==> config.mk <==
export PLATFORM = sky130hd
export DESIGN_NAME = pipe_stall_ctrl
export DESIGN_NICKNAME = d
export VERILOG_FILES = /design/src/rtl/pipe_stall_ctrl.sv
export SDC_FILE = /design/constraint.sdc
export NUM_CORES = 1
export LEC_CHECK = 0
export ABC_CLOCK_PERIOD_IN_PS = 2760
export BUFFER_PORTS_ARGS = -buffer_cell sky130_fd_sc_hd__buf_2
export CORE_MARGIN = 2
export CORE_UTILIZATION = 35
export DETAILED_ROUTE_END_ITERATION = 8
export PLACE_DENSITY_LB_ADDON = 0.05
export SLEW_MARGIN = 20
export SYNTH_ARGS = -nofsm -noshare
export SYNTH_HDL_FRONTEND = slang
export SYNTH_SLANG_ARGS = --single-unit
export TNS_END_PERCENT = 5
==> constraint.sdc <==
create_clock -name clk -period 2.76 [get_ports clk]
set_clock_uncertainty 0.2 [all_clocks]
set_input_delay 0.552 -clock clk [delete_from_list [all_inputs] [get_ports clk]]
set_output_delay 0.552 -clock clk [all_outputs]
set_load 0.05 [all_outputs]
==> src/rtl/pipe_stall_ctrl.sv <==
// Stall/flush controller for the 5-stage pipeline: sequences multi-cycle data-memory
// accesses over req/ack and resolves load-use and taken-branch hazards.
module pipe_stall_ctrl #(
    parameter int unsigned TIMEOUT_CYCLES = 255,
    parameter int unsigned CNT_W          = 8
) (
    input  logic        clk,
    input  logic        reset,
    input  logic        valid_mem_i,
    input  logic        mem_to_reg_mem_i,
    input  logic        mem_wr_mem_i,
    input  logic        dmem_ack_i,
    output logic        dmem_req_o,
    output logic        dmem_we_o,
    input  logic        valid_ex_i,
    input  logic        mem_to_reg_ex_i,
    input  logic [4:0]  rd_ex_i,
    input  logic [4:0]  rs_id_i,
    input  logic [4:0]  rt_id_i,
    input  logic        branch_taken_i,
    output logic        stall_fetch_o,
    output logic        stall_decode_o,
    output logic        stall_execute_o,
    output logic        clr_decode_o,
    output logic        clr_execute_o,
    output logic        clr_wb_o,
    output logic        busy_o,
    output logic        timeout_o,
    output logic [15:0] stall_cnt_o
);

    typedef enum logic [1:0] {StIdle, StAccess, StDone} state_e;

    localparam logic [CNT_W-1:0] CntLast = CNT_W'(TIMEOUT_CYCLES - 1);

    state_e            state_q, state_d;
    logic [CNT_W-1:0]  cnt_q, cnt_d;
    logic              we_q, we_d;
    logic              timeout_q, timeout_d;
    logic [15:0]       stall_cnt_q;

    logic mem_op;
    logic mem_stall;
    logic load_use;

    assign mem_op   = valid_mem_i & (mem_to_reg_mem_i | mem_wr_mem_i);
    assign load_use = valid_ex_i & mem_to_reg_ex_i & (rd_ex_i != 5'd0) &
                      ((rd_ex_i == rs_id_i) | (rd_ex_i == rt_id_i));
    assign mem_stall = ((state_q == StIdle) & mem_op) | (state_q == StAccess);

    always_comb begin
        state_d   = state_q;
        cnt_d     = cnt_q;
        we_d      = we_q;
        timeout_d = timeout_q;
        unique case (state_q)
            StIdle: begin
                if (mem_op) begin
                    state_d = StAccess;
                    we_d    = mem_wr_mem_i;
                    cnt_d   = '0;
                end
            end
            StAccess: begin
                if (dmem_ack_i) begin
                    state_d = StDone;
                    cnt_d   = '0;
                end else if (cnt_q == CntLast) begin
                    state_d   = StDone;
                    timeout_d = 1'b1;
                    cnt_d     = '0;
                end else begin
                    cnt_d = cnt_q + 1'b1;
                end
            end
            StDone: begin
                state_d = StIdle;
            end
            default: begin
                state_d = StIdle;
            end
        endcase
    end

    always_ff @(posedge clk or negedge reset) begin
        if (!reset) begin
            state_q     <= StIdle;
            cnt_q       <= '0;
            we_q        <= 1'b0;
            timeout_q   <= 1'b0;
            stall_cnt_q <= '0;
        end else begin
            state_q   <= state_d;
            cnt_q     <= cnt_d;
            we_q      <= we_d;
            timeout_q <= timeout_d;
            if (stall_fetch_o && (stall_cnt_q != 16'hFFFF)) begin
                stall_cnt_q <= stall_cnt_q + 16'd1;
            end
        end
    end

    // Hazard outputs are forced low while reset is held, even if mem_op is pending.
    always_comb begin
        stall_fetch_o   = 1'b0;
        stall_decode_o  = 1'b0;
        stall_execute_o = 1'b0;
        clr_decode_o    = 1'b0;
        clr_execute_o   = 1'b0;
        clr_wb_o        = 1'b0;
        if (reset) begin
            if (mem_stall) begin
                stall_fetch_o   = 1'b1;
                stall_decode_o  = 1'b1;
                stall_execute_o = 1'b1;
                clr_wb_o        = 1'b1;
            end else if (branch_taken_i) begin
                clr_decode_o  = 1'b1;
                clr_execute_o = 1'b1;
            end else if (load_use) begin
                stall_fetch_o = 1'b1;
                clr_execute_o = 1'b1;
            end
        end
    end

    assign dmem_req_o  = (state_q == StAccess);
    assign dmem_we_o   = (state_q == StAccess) & we_q;
    assign busy_o      = (state_q != StIdle);
    assign timeout_o   = timeout_q;
    assign stall_cnt_o = stall_cnt_q;

endmodule

==> impl_metrics.toml <==
[placement]
place_ws_ps = 72.9
dp_cells = 263
gp_congestion = 0.924
port_buffers = 49
dp_hpwl_mm = 2.82

[worst_setup_path]
crit_path_top_delay_cell = "or3_1"
crit_type = "input port to output pin"
critPathLaunchType = "input port"
slowest_delay_ps = 370
worstPathCellList = "buf_2 > or3_1 > o311a_1 > a41oi_4 > inv_1 > buf_2"
end_kind = "output pin"
cp_max_fo = 3
worst_ep_required_time_ps = 2010
cpMostUsedCell = "buf_2"
critPathArrivalTime_ps = 1930

[yosys]
yosys_warnings = 0
synth_top_area_cell = "dfrtp_1"
ys_seq_area_share_pct = 42.9
synth_compound_area_share_pct = 10.0
synth_top_family_by_area = "simple AND/OR/NAND/NOR gates"
postSynthAreaPerCell_um2 = 10.1
synth-xor-area-share_pct = 13.4
synthCells = 162
synth.area.top_cells = "dfrtp_1, xor2_1, xnor2_1"
synth_cell_types = 37
muxShareOfSynthArea_pct = 1.61
synth.top_cell.area_share_pct = 42.9
synth_seq_cells = 28
syn_nets = 189
synth_area_mm2 = 0.00163
synth-simple-area-share_pct = 26.0
synth-adder-area-share_pct = 2.30

[clocking]
cts_tree = "done"
numCtsBuffers = 3
postCtsSetupBuffers = 0
cts_root_buffer = "clkbuf_8"
insertion_delay_ps = 280
cts_num_sinks = 28
clk_pin_slew_ps = 100
cts_max_level = 1
cts_resized = 0
clock_path_buffers = 2
holdBufCountCts = 0

[job]
drv_cap = 0

[timing]
setup_viol = 0
max_slew.worst_pin.slew_ps = 595
max_freq_ghz = 0.373
rsz0062_at_grt = "no"
slew_violations = 0
tns_ps = 0
max-slew-margin-rel_pct = 59.9
finalCritPeriodShare_pct = 97.2
period_needed_ps = 2680
setup_slack_ps = 78.4
hold_viol_final = 0

[die]
fp-row-count = 24
die_x_um = 72.3
die_h_um = 72.3
io_pins = 50
start_util_pct = 37.0
die_area_mm2 = 0.00522
coreArea_mm2 = 0.00441

[finish]
final_nets = 243
syn_to_final_growth_pct = 23.2
stdcell_count = 267
final_core_util_pct = 45.5
layout-drive-gt1-share_pct = 31.6
diodes = 0

[pwr]
irDropWorstVdd_uv = 574
finalPower_uw = 1740
power.leakage_uw = 0.000930
powerDensity_mw_per_mm2 = 867

[global_route]
grt-ovfl-total = 0
grtUsageTotal_pct = 15.4
grt_pass1_vias = 1419
antenna_found_initial = 0
grt_max_degree = 29
grt_pass1_wl_mm = 6.42

[detailed_routing]
drt-initial-drc-count = 66
finalWirelength_mm = 3.66
vias = 1368
dr.pass1.iters = 4
wl_per_cell_um = 13.7
post_drt_via_cell_ratio = 5.12
final_antenna_net_count = 0
drc_errors = 0

[run_status]
outcome = "complete, no violations"

[worst_hold_path]
hold_class = "input port to asynchronous set/reset pin"
==> cell usage after synthesis (all sizes together) <==
| master | count |
|---|---|
| a21o | 2 |
| a21oi | 4 |
| a32o | 1 |
| a41oi | 1 |
| and2 | 5 |
| and3 | 1 |
| and4 | 1 |
| buf | 4 |
| dfrtp | 28 |
| ha | 3 |
| inv | 7 |
| mux2 | 2 |
| nand2 | 14 |
| nand2b | 1 |
| nand3 | 11 |
| nand4 | 5 |
| nor2 | 11 |
| nor3 | 6 |
| nor3b | 1 |
| nor4 | 5 |
| nor4b | 3 |
| o21ai | 12 |
| o22ai | 1 |
| o311a | 1 |
| o31ai | 2 |
| or3 | 5 |
| xnor2 | 11 |
| xor2 | 14 |
==> worst paths after layout <==
kind / from / to / slack, ps / cells after the start
max in group asynchronous: reset / stall_cnt_o[12] / 1940 / 2
min in group clk: stall_cnt_o[10] / stall_cnt_o[10] / 290 / 1
hold reg to reg: stall_cnt_o[10] / stall_cnt_o[10] / 290 / 1
hold / removal: reset / cnt_q[6] / 160 / 2
setup / recovery: rd_ex_i[0] / stall_fetch_o / 80 / 6
setup reg to reg: stall_cnt_o[7] / stall_cnt_o[9] / 530 / 6
==> report_power, final <==
| group | internal [uW] | switching (uW) | total [uW] |
|---|---|---|---|
| logic | 221 | 596 | 818 |
| registers | 495 | 101 | 596 |
| clock network | 194 | 134 | 328 |
| total | 911 | 831 | 1740 |
==> worst max-delay path: cells and delay by family <==
| family | cells | cell delay (ps) |
|---|---|---|
| compound gates | 2 | 600 |
| buf+inv | 3 | 400 |
| simple gates | 1 | 370 |
==> kinds of logic after synthesis <==
kind of cell / Yosys count
buf+inv: 11
simple gates: 69
fa+ha+maj: 3
flops: 28
compound gates: 24
mux: 2
xor+xnor: 25
==> state kept, by name, summed over array words and instances (netlist names) <==
signal,cells
state_q,2
we_q,1
stall_cnt_o,16
cnt_q,8
timeout_o,1
==> per-layer routing <==
metal | track usage, % | up-vias | share of wire (%)
met3 | 2.22 | 6 | 6.0
met1 | 19.3 | 644 | 43
met4 | 5.66 | 0 | 1.7
met2 | 26.8 | 42 | 49
li1 | - | 676 | -
met5 | 0 | - | 0
==> layout make-up <==
| type | instances | area (um^2) |
|---|---|---|
| Clock buffer | 3 | 41.3 |
| Clock inverter | 1 | 30.0 |
| Tap cell | 52 | 65.1 |
| Sequential cell | 28 | 701 |
| Fill cell | 453 | 2400 |
| Multi-Input combinational cell | 123 | 872 |
| Inverter | 7 | 26.3 |
| Timing Repair Buffer | 53 | 275 |
==> cell usage in the layout (no fill, tap or decap), types with 2 or more instances in the layout <==
cell type  count
nor4_4         2
buf_2         49
clkbuf_8       3
xnor2_1       11
o21ai_0       12
nand2_1       14
nor4b_1        2
nor2_1        10
o31ai_1        2
nor4_1         2
xor2_1        14
buf_4          4
and2_1         2
and2_0         2
nand3_1       10
dfrtp_1       28
a21o_1         2
nor3_1         6
ha_1           3
a21oi_1        4
or3_1          5
nand4_1        4
inv_1          7
==> through the flow <==
| step | instance area, um^2 | hold slack [ps] |
|---|---|---|
| CTS | 2010 | 176 |
| detailed placement | 1940 | 266 |
| floorplan | 1630 | 56.4 |
| global placement | 1940 | 238 |
| finish | 2010 | 161 |
| global route | 2010 | 179 |
Power figures use the tool's default switching activity.
